==> src/rtl/npu_intranet_mover_if.sv <==
// Bundle of controller-facing and buffer-facing signals of the out2act mover.
// The mover is the slave; the controller/buffer side is the master.
interface npu_intranet_mover_if #(
  parameter int ADDR_WIDTH = 32,
  parameter int ARRAY_M    = 4,
  parameter int ARRAY_N    = 4,
  parameter int LEN_WIDTH  = 16
);
  localparam int MW = $clog2(ARRAY_M);

  logic                  intranet_on_i;
  logic                  start_i;
  logic [ADDR_WIDTH-1:0] o_base_addr_i;
  logic [ADDR_WIDTH-1:0] a_base_addr_i;
  logic [LEN_WIDTH-1:0]  len_i;
  logic                  relu_en_i;
  logic                  o_rd_en_o;
  logic [MW-1:0]         o_ram_idx_o;
  logic [ADDR_WIDTH-1:0] o_rd_addr_o;
  logic [31:0]           o_rd_data_i;
  logic [31:0]           a_ram_w_data_o;
  logic [ADDR_WIDTH-1:0] a_ram_w_addr_o;
  logic [ARRAY_N-1:0]    a_ram_w_en_o;
  logic                  busy_o;
  logic                  end_o;

  modport slave (
    input  intranet_on_i, start_i, o_base_addr_i, a_base_addr_i, len_i, relu_en_i, o_rd_data_i,
    output o_rd_en_o, o_ram_idx_o, o_rd_addr_o, a_ram_w_data_o, a_ram_w_addr_o, a_ram_w_en_o,
           busy_o, end_o
  );

  modport master (
    output intranet_on_i, start_i, o_base_addr_i, a_base_addr_i, len_i, relu_en_i, o_rd_data_i,
    input  o_rd_en_o, o_ram_idx_o, o_rd_addr_o, a_ram_w_data_o, a_ram_w_addr_o, a_ram_w_en_o,
           busy_o, end_o
  );
endinterface

==> src/rtl/npu_intranet_mover.sv <==
// out2act mover: streams len words from the O_BUF banks into the A_BUF banks,
// one read per cycle, with a two-stage read-to-write pipeline and optional ReLU.
module npu_intranet_mover #(
  parameter int ADDR_WIDTH = 32,
  parameter int ARRAY_M    = 4,
  parameter int ARRAY_N    = 4,
  parameter int LEN_WIDTH  = 16
) (
  input  logic                  clk_i,
  input  logic                  rst_ni,
  npu_intranet_mover_if.slave   bus
);
  localparam int MB = $clog2(ARRAY_M);
  localparam int NB = $clog2(ARRAY_N);

  typedef enum logic [1:0] {IDLE = 2'd0, READ = 2'd1, DRAIN = 2'd2, DONE = 2'd3} state_e;

  state_e                state_q, state_d;
  logic [ADDR_WIDTH-1:0] o_base_q, a_base_q;
  logic [LEN_WIDTH-1:0]  len_q, j_q;
  logic                  relu_q;
  logic                  rd_en_q;
  logic [MB-1:0]         rd_idx_q;
  logic [ADDR_WIDTH-1:0] rd_addr_q;
  logic [LEN_WIDTH-1:0]  rd_j_q;
  logic                  p1_valid_q;
  logic [LEN_WIDTH-1:0]  p1_j_q;
  logic [ARRAY_N-1:0]    w_en_q;
  logic [ADDR_WIDTH-1:0] w_addr_q;
  logic [31:0]           w_data_q;
  logic                  busy_q, end_q;

  logic                  accept_s, abort_s, issue_s, busy_d, end_d;
  logic [LEN_WIDTH-1:0]  rd_j_s;
  logic [ADDR_WIDTH-1:0] rd_base_s;

  function automatic logic [31:0] relu32(input logic [31:0] w, input logic en);
    logic [31:0] r;
    r = w;
    for (int k = 0; k < 4; k++) begin
      if (en && w[8*k+7]) begin
        r[8*k +: 8] = 8'h00;
      end else begin
        r[8*k +: 8] = w[8*k +: 8];
      end
    end
    return r;
  endfunction

  // FSM state register
  always_ff @(posedge clk_i or negedge rst_ni) begin
    if (!rst_ni) begin
      state_q <= IDLE;
    end else begin
      state_q <= state_d;
    end
  end

  // FSM next-state; DRAIN ends once the final write is on the bus and nothing is behind it
  always_comb begin
    state_d = state_q;
    case (state_q)
      IDLE: begin
        if (accept_s) begin
          state_d = (bus.len_i == '0) ? DONE : READ;
        end else begin
          state_d = IDLE;
        end
      end
      READ: begin
        if (abort_s) begin
          state_d = IDLE;
        end else if (j_q >= len_q) begin
          state_d = DRAIN;
        end else begin
          state_d = READ;
        end
      end
      DRAIN: begin
        if (abort_s) begin
          state_d = IDLE;
        end else if (!p1_valid_q && (w_en_q != '0)) begin
          state_d = DONE;
        end else begin
          state_d = DRAIN;
        end
      end
      DONE:    state_d = IDLE;
      default: state_d = IDLE;
    endcase
  end

  // FSM output decode: read issue selection and registered status next values
  always_comb begin
    accept_s  = (state_q == IDLE) && bus.start_i && bus.intranet_on_i;
    abort_s   = ((state_q == READ) || (state_q == DRAIN)) && !bus.intranet_on_i;
    issue_s   = 1'b0;
    rd_j_s    = '0;
    rd_base_s = o_base_q;
    if (accept_s) begin
      issue_s   = (bus.len_i != '0);
      rd_base_s = bus.o_base_addr_i;
    end else if (state_q == READ) begin
      issue_s = !abort_s && (j_q < len_q);
      rd_j_s  = j_q;
    end else begin
      issue_s = 1'b0;
    end
    busy_d = (state_d != IDLE);
    end_d  = (state_d == DONE);
  end

  // Latched fields, read stage, data-capture stage and write stage
  always_ff @(posedge clk_i or negedge rst_ni) begin
    if (!rst_ni) begin
      o_base_q   <= '0;
      a_base_q   <= '0;
      len_q      <= '0;
      relu_q     <= 1'b0;
      j_q        <= '0;
      rd_en_q    <= 1'b0;
      rd_idx_q   <= '0;
      rd_addr_q  <= '0;
      rd_j_q     <= '0;
      p1_valid_q <= 1'b0;
      p1_j_q     <= '0;
      w_en_q     <= '0;
      w_addr_q   <= '0;
      w_data_q   <= '0;
      busy_q     <= 1'b0;
      end_q      <= 1'b0;
    end else begin
      busy_q <= busy_d;
      end_q  <= end_d;
      if (accept_s) begin
        o_base_q <= bus.o_base_addr_i;
        a_base_q <= bus.a_base_addr_i;
        len_q    <= bus.len_i;
        relu_q   <= bus.relu_en_i;
        j_q      <= (bus.len_i != '0) ? LEN_WIDTH'(1) : '0;
      end else if (issue_s) begin
        j_q <= j_q + LEN_WIDTH'(1);
      end else begin
        j_q <= j_q;
      end
      rd_en_q   <= issue_s;
      rd_idx_q  <= issue_s ? rd_j_s[MB-1:0] : '0;
      rd_addr_q <= issue_s ? (rd_base_s + ADDR_WIDTH'(rd_j_s >> MB)) : '0;
      rd_j_q    <= issue_s ? rd_j_s : '0;
      // Word index follows the read so the write bank/address line up with its data
      p1_valid_q <= rd_en_q && !abort_s;
      p1_j_q     <= rd_j_q;
      if (p1_valid_q && !abort_s) begin
        w_en_q   <= ARRAY_N'(1) << p1_j_q[NB-1:0];
        w_addr_q <= a_base_q + ADDR_WIDTH'(p1_j_q >> NB);
        w_data_q <= relu32(bus.o_rd_data_i, relu_q);
      end else begin
        w_en_q   <= '0;
        w_addr_q <= '0;
        w_data_q <= '0;
      end
    end
  end

  assign bus.o_rd_en_o      = rd_en_q;
  assign bus.o_ram_idx_o    = rd_idx_q;
  assign bus.o_rd_addr_o    = rd_addr_q;
  assign bus.a_ram_w_en_o   = w_en_q;
  assign bus.a_ram_w_addr_o = w_addr_q;
  assign bus.a_ram_w_data_o = w_data_q;
  assign bus.busy_o         = busy_q;
  assign bus.end_o          = end_q;
endmodule

==> src/flat_wrapper.sv <==
// flat-port wrapper written by rule: the top's interface ports become plain ports
module npu_intranet_mover_flat 
#(
  parameter int ADDR_WIDTH = 32,
  parameter int ARRAY_M    = 4,
  parameter int ARRAY_N    = 4,
  parameter int LEN_WIDTH  = 16
)
  (clk_i, rst_ni, bus_intranet_on_i, bus_start_i, bus_o_base_addr_i, bus_a_base_addr_i, bus_len_i, bus_relu_en_i, bus_o_rd_data_i, bus_o_rd_en_o, bus_o_ram_idx_o, bus_o_rd_addr_o, bus_a_ram_w_data_o, bus_a_ram_w_addr_o, bus_a_ram_w_en_o, bus_busy_o, bus_end_o);
  npu_intranet_mover_if #(.ADDR_WIDTH(ADDR_WIDTH), .ARRAY_M(ARRAY_M), .ARRAY_N(ARRAY_N), .LEN_WIDTH(LEN_WIDTH)) bus_i ();
  input  logic clk_i;
  input  logic rst_ni;
  input wire logic [$bits(bus_i.intranet_on_i)-1:0] bus_intranet_on_i;
  input wire logic [$bits(bus_i.start_i)-1:0] bus_start_i;
  input wire logic [$bits(bus_i.o_base_addr_i)-1:0] bus_o_base_addr_i;
  input wire logic [$bits(bus_i.a_base_addr_i)-1:0] bus_a_base_addr_i;
  input wire logic [$bits(bus_i.len_i)-1:0] bus_len_i;
  input wire logic [$bits(bus_i.relu_en_i)-1:0] bus_relu_en_i;
  input wire logic [$bits(bus_i.o_rd_data_i)-1:0] bus_o_rd_data_i;
  output wire logic [$bits(bus_i.o_rd_en_o)-1:0] bus_o_rd_en_o;
  output wire logic [$bits(bus_i.o_ram_idx_o)-1:0] bus_o_ram_idx_o;
  output wire logic [$bits(bus_i.o_rd_addr_o)-1:0] bus_o_rd_addr_o;
  output wire logic [$bits(bus_i.a_ram_w_data_o)-1:0] bus_a_ram_w_data_o;
  output wire logic [$bits(bus_i.a_ram_w_addr_o)-1:0] bus_a_ram_w_addr_o;
  output wire logic [$bits(bus_i.a_ram_w_en_o)-1:0] bus_a_ram_w_en_o;
  output wire logic [$bits(bus_i.busy_o)-1:0] bus_busy_o;
  output wire logic [$bits(bus_i.end_o)-1:0] bus_end_o;
  assign bus_i.intranet_on_i = bus_intranet_on_i;
  assign bus_i.start_i = bus_start_i;
  assign bus_i.o_base_addr_i = bus_o_base_addr_i;
  assign bus_i.a_base_addr_i = bus_a_base_addr_i;
  assign bus_i.len_i = bus_len_i;
  assign bus_i.relu_en_i = bus_relu_en_i;
  assign bus_i.o_rd_data_i = bus_o_rd_data_i;
  assign bus_o_rd_en_o = bus_i.o_rd_en_o;
  assign bus_o_ram_idx_o = bus_i.o_ram_idx_o;
  assign bus_o_rd_addr_o = bus_i.o_rd_addr_o;
  assign bus_a_ram_w_data_o = bus_i.a_ram_w_data_o;
  assign bus_a_ram_w_addr_o = bus_i.a_ram_w_addr_o;
  assign bus_a_ram_w_en_o = bus_i.a_ram_w_en_o;
  assign bus_busy_o = bus_i.busy_o;
  assign bus_end_o = bus_i.end_o;
  npu_intranet_mover #(.ADDR_WIDTH(ADDR_WIDTH), .ARRAY_M(ARRAY_M), .ARRAY_N(ARRAY_N), .LEN_WIDTH(LEN_WIDTH)) u_core (.clk_i(clk_i), .rst_ni(rst_ni), .bus(bus_i));
endmodule
==> config.mk <==
export PLATFORM = sky130hd
export DESIGN_NAME = npu_intranet_mover_flat
export DESIGN_NICKNAME = d
export VERILOG_FILES = /design/src/rtl/npu_intranet_mover_if.sv /design/src/rtl/npu_intranet_mover.sv /design/src/flat_wrapper.sv
export SDC_FILE = /design/constraint.sdc
export NUM_CORES = 1
export LEC_CHECK = 0
export BUFFER_PORTS_ARGS = -buffer_cell sky130_fd_sc_hd__buf_2
export CAP_MARGIN = 25
export CORE_MARGIN = 5
export CORE_UTILIZATION = 60
export DETAILED_ROUTE_END_ITERATION = 8
export GPL_TIMING_DRIVEN = 0
export HOLD_SLACK_MARGIN = 0.03
export PLACE_DENSITY = 0.95
export SLEW_MARGIN = 20
export SYNTH_ARGS = -nofsm -noshare
export SYNTH_HDL_FRONTEND = slang
export SYNTH_SLANG_ARGS = --single-unit
==> constraint.sdc <==
create_clock -name clk_i -period 10.4 [get_ports clk_i]
set_clock_uncertainty 0.05 [all_clocks]
set_input_delay 3.12 -clock clk_i [delete_from_list [all_inputs] [get_ports clk_i]]
set_output_delay 3.12 -clock clk_i [all_outputs]
set_load 0.005 [all_outputs]
## After elaboration in Yosys (flattened, before gate mapping)

Cells that the tools add are included.

- $add $sub $neg: 3
- Shifts and indexed selects: 1
- Equal/unequal tests: 4
- Order comparisons: 2
- Reduce and logical (&&, ||, !) cells: 21
- Mux-type cells: 25

Operators with widths:

| operator | number |
|---|---|
| $mux W32 | 4 |
| $mux W16 | 5 |
| $add A32 B14 Y32 | 2 |
| $mux W8 | 4 |
| $add A16 B1 Y16 const B | 1 |
| $ge A16 B16 Y1 | 1 |
| $logic_not A16 Y1 | 1 |
| $lt A16 B16 Y1 | 1 |
| $reduce_bool A16 Y1 | 1 |
| $mux W2 | 6 |
| $logic_and A1 B1 Y1 | 11 |
| $pmux W2 S4 | 1 |
| $eq A2 B2 Y1 const B | 3 |
| $mux W1 | 4 |
| $mux W4 | 1 |
| $reduce_bool A2 Y1 | 2 |
| $reduce_bool A4 Y1 | 1 |
| $shl A1 B2 Y4 const A | 1 |
| $logic_not A1 Y1 | 3 |
| $eq A2 B1 Y1 const B | 1 |
| $logic_not A2 Y1 | 1 |
| $logic_or A1 B1 Y1 | 1 |

- Output and inout bits: 105
- Bits of input ports: 117
- Flip-flop bits (word level): 237

## Longest topological paths before layout

- Word-level depth: 9
- Depth in mapped cells: 22
- Gate-level depth less buffers: 15

## Worst setup path after synthesis

OpenSTA, ideal clock, no wires.

- Path type: input port to flip-flop
- Start: input port bus_start_i
- End: register u_core.rd_addr_q[16], in the netlist u_core.bus.o_rd_addr_o[16]
- Cell stages on the path: 20
- Path slack: 3722 ps
- Required time: 10224 ps
- Arrival time: 6502 ps
- Buffers on the path: 7
- Cells stage by stage: and3_1 > buf_6 > buf_6 > buf_2 > buf_2 > clkbuf_1 > clkbuf_1 > nand2_1 > nand2_1 > ha_1 > fa_1 > a21o_1 > a21oi_1 > o21bai_1 > a21oi_1 > o32a_2 > o31a_1 > buf_6 > o21ai_1 > nor3b_2

- Word-level cells in the longest chain between the ends: 5

Ends and longest elaborated chain:

| item | RTL line | source |
|---|---|---|
| start: declaration | flat_wrapper.sv:14 | `input wire logic [$bits(bus_i.start_i)-1:0] bus_start_i;` |
| $logic_and A1 B1 Y1 (2 in series) | npu_intranet_mover.sv:95 | `accept_s = (state_q == IDLE) && bus.start_i && bus.intranet_on_i;` |
| $mux W32 | npu_intranet_mover.sv:100 | `if (accept_s) begin` |
| net u_core.rd_base_s[0] | npu_intranet_mover.sv:35 | `logic [ADDR_WIDTH-1:0] rd_base_s;` |
| $add A32 B14 Y32 | npu_intranet_mover.sv:148 | `rd_addr_q <= issue_s ? (rd_base_s + ADDR_WIDTH'(rd_j_s >> MB)) : '0;` |
| $mux W32 | npu_intranet_mover.sv:148 |  |
| end signal: assignment | npu_intranet_mover.sv:148 |  |
| end: declaration | npu_intranet_mover.sv:24 | `logic [ADDR_WIDTH-1:0] rd_addr_q;` |

The timed path passes the listed nets, and every way through them passes these cells.
A chain may end at the register's enable or synchronous reset.

## Worst setup path after layout

- Start: input port bus_start_i
- End: register u_core.rd_addr_q[17], in the netlist u_core.bus.o_rd_addr_o[17]

Same word-level chain as after synthesis.

==> metrics <==
max_slew headroom=48.7%; post-route insts no fill=between 1500 and 2000; Seq/Total Area, Yosys=53.3%; die width=approximately 150 um; Syn Inst Count=1109; RSZ-0062 raised after global routing=false; DR vias=9524; max-slew violations=0; hold_buf cts=0; WP data required=about 11 ns; Max Fclk=around 130 MHz; CTS tree=built; startpoint types=input pin; Max Buffers Root-to-Sink=3; Post-CTS Resized=0; Clock transition at path regs=roughly 0.06 ns; number of buffers created by CTS=25; Synth area leaders=dfrtp_1 (53%), nand2_1 (7.8%), ha_1 (5.0%), and2_1 (2.9%), nor2_1 (2.4%); CP top delay family=buffers and inverters; clk_lat worst skew=approximately 0.53 ns; Cell Rows=between 40 and 50; H-tree depth=1; GRT Total Usage=28.7%; First DRT Iteration DRCs=904; vias in the first global route=~9700; ANT nets after route=0; mean post-synth cell area=between 9 and 10 sq um; power per cell area=~180 nW/um^2; Post-Route Utilization=74.1%; placed cells=~1600; share of cells above drive strength 1=a little under a quarter; dominant synthesized flop cell=dfrtp_1; Final Net Count=roughly 1500; Die Ht=around 150 um; Hold Vio Cnt, Final=0; total wire length=31200 um; Synth area leader=dfrtp_1; status=finished, final reports clean; first-pass GRT wire length=49800 um; setup TNS after final layout=0 ns; top-count cell post-synth=dfrtp_1; critical-path cell with the highest stage delay=clkbuf_1; multi-input logic area=between 4000 and 5000 sq um; Sequential Area=between 5000 and 6000 sq um; Syn Nets=about 1300; Placed Area=12500 sq um; crit-path cells=buf_2 -> and3_1 -> buf_6 -> buf_6 -> buf_2 -> buf_2 -> clkbuf_1 -> clkbuf_1 -> nand2_1 -> nand2_1 -> ha_1 -> o21ai_0 -> o21ai_0 -> o2111ai_1 -> a22oi_1 -> o211ai_2 -> a21oi_4 -> buf_6 -> a21oi_1 -> nor3b_2; final instance area=about 13000 sq um; Root Driver=clkbuf_16; Final setup viols=0; period utilization=71.6%; fill count=between 1000 and 1500; #FFs+latches synth=between 200 and 250; DP Wirelength=~22000 um; leakage power=roughly 7.0 nW; Initial DRT Pass Iterations=5; Final Wtd Congestion=roughly 0.94; Via density=between 5 and 6; worst min path class=reg2reg; Synth top area share=between 50% and 60%; crit end category=flop; DR DRC count=0; area grow syn2layout=21.1%; fraction of registers with async set/reset=between 90% and 100%; drt wl/cell=approximately 19 um; gr ovfl total=0; minimum clock period=7.44 ns; worst vdd ir=0.145 mV; Die Footprint=approximately 21000 sq um; core box area=between 15000 and 20000 sq um; Setup CP Type=in2reg; grt met3 use=just under 7%; # Post-CTS Setup Buffers=0; yosys warns=0; most instantiated cells after synthesis=dfrtp_1 (235), nand2_1 (228), nor2_1 (72), and2_1 (52); PortBufs=around 220; Slew @ Worst Pin=just under 0.8 ns; CP Data Arrival Time=7.84 ns; met2 Use GR=49.3%; worst-path fanout max=10; clock sinks=about 240; Post-synth EDFFs=0; CP peak stage delay=approximately 0.53 ns; largest net degree at the start of global routing=around 110; M1 GR Usage=about 34%; Starting Density=between 60% and 70%; num ports=222; crit path buf inv count=8; GRT busiest layer=met2; initial antenna violation count=2; area of the mapped netlist=approximately 11000 sq um; worst hold slack=a little under 0.3 ns; max-cap violations=0; Netlist cell types=76
kinds of logic (layout without fill, tap and decap cells):
kind of cell             count (synthesis)  in the layout  share of synthesized area, %
AND/OR/NAND/NOR                        518            518                          23.1
flip-flops                             235            235                          53.3
AO/OA/AOI/OAI                          153            153                          8.96
buffers and inverters                   89            358                          3.55
adder cells (fa/ha/maj)                 46             46                          5.35
XOR/XNOR                                45             45                          3.57
multiplexers                            23             23                          2.14
other                                    0              3                             0
layout make-up:
cell class | instances | area share, %
well taps | 229 | 2.15
clock inverters | 13 | 1.14
plain buffers | 49 | 1.81
repair buffers | 223 | 8.77
diodes | 3 | 0.0562
multi-input cells | 785 | 35.7
inverters | 40 | 1.12
flip-flops and latches | 235 | 44.0
clock buffers | 33 | 5.28
metal layers:
metal / wire length, um / vias up
met3: 3270 / 123
met1: 11200 / 4513
met2: 15200 / 624
li1: - / 4264
met4: 1550 / 0
met5: 0 / -
flip-flops by register name, indices dropped and copies added, names as in the netlist:
register                   count
u_core.a_base_q               32
u_core.bus.a_ram_w_addr_o     32
u_core.bus.a_ram_w_data_o     32
u_core.bus.a_ram_w_en_o        4
u_core.bus.busy_o              1
u_core.bus.end_o               1
u_core.bus.o_ram_idx_o         1
u_core.bus.o_rd_addr_o        32
u_core.bus.o_rd_en_o           1
u_core.j_q                    16
u_core.len_q                  16
u_core.o_base_q               32
u_core.p1_j_q                 16
u_core.p1_valid_q              1
u_core.rd_j_q                 15
u_core.relu_q                  1
u_core.state_q                 2
final timing paths:
check	to	depth (start not counted)	from	slack [ns]
max	u_core.bus.o_rd_addr_o[17]$_DFF_PN0_	20	bus_start_i	2.96
min	u_core.p1_j_q[12]$_DFF_PN0_	0	u_core.rd_j_q[12]$_DFF_PN0_	0.29
max reg2reg	u_core.bus.o_rd_addr_o[17]$_DFF_PN0_	21	u_core.state_q[0]$_DFF_PN0_	4.92
min reg2reg	u_core.p1_j_q[12]$_DFF_PN0_	0	u_core.rd_j_q[12]$_DFF_PN0_	0.29
max in group asynchronous	u_core.bus.a_ram_w_data_o[21]$_DFF_PN0_	3	rst_ni	6.66
min in group asynchronous	u_core.o_base_q[28]$_DFF_PN0_	1	rst_ni	2.39
where the power goes:
group	total, W	switching (W)	internal [W]
clock network	0.000923	0.000370	0.000553
logic	0.000409	0.000249	0.000160
registers	0.00108	0.0000609	0.00102
per-stage QoR:
stage | worst slack, ns | power [W]
5_1_grt | 2.71 | 0.00251
6_report | 2.96 | 0.00241
3_3_place_gp | 2.32 | 0.00146
2_1_floorplan | 3.72 | 0.00131
3_5_place_dp | 2.65 | 0.00149
4_1_cts | 3.09 | 0.00241
cells in the final DEF, fill, tap and decap left out, drive strengths merged, types with 4 or more instances in the layout:
master / count
buf: 244
dfrtp: 235
nand2: 231
nor2: 73
clkbuf: 61
and2: 52
o21ai: 48
ha: 44
inv: 42
a21oi: 39
nand3: 32
nor3: 29
xnor2: 25
and3: 22
xor2: 20
mux2i: 18
a21o: 12
nor3b: 12
nand2b: 11
nor4: 10
a31oi: 10
and4: 9
nand4: 8
o21a: 7
clkinv: 6
mux2: 5
nor2b: 5
or3: 5
nor4b: 4
or2: 4
(Power assumes the default switching activity.)
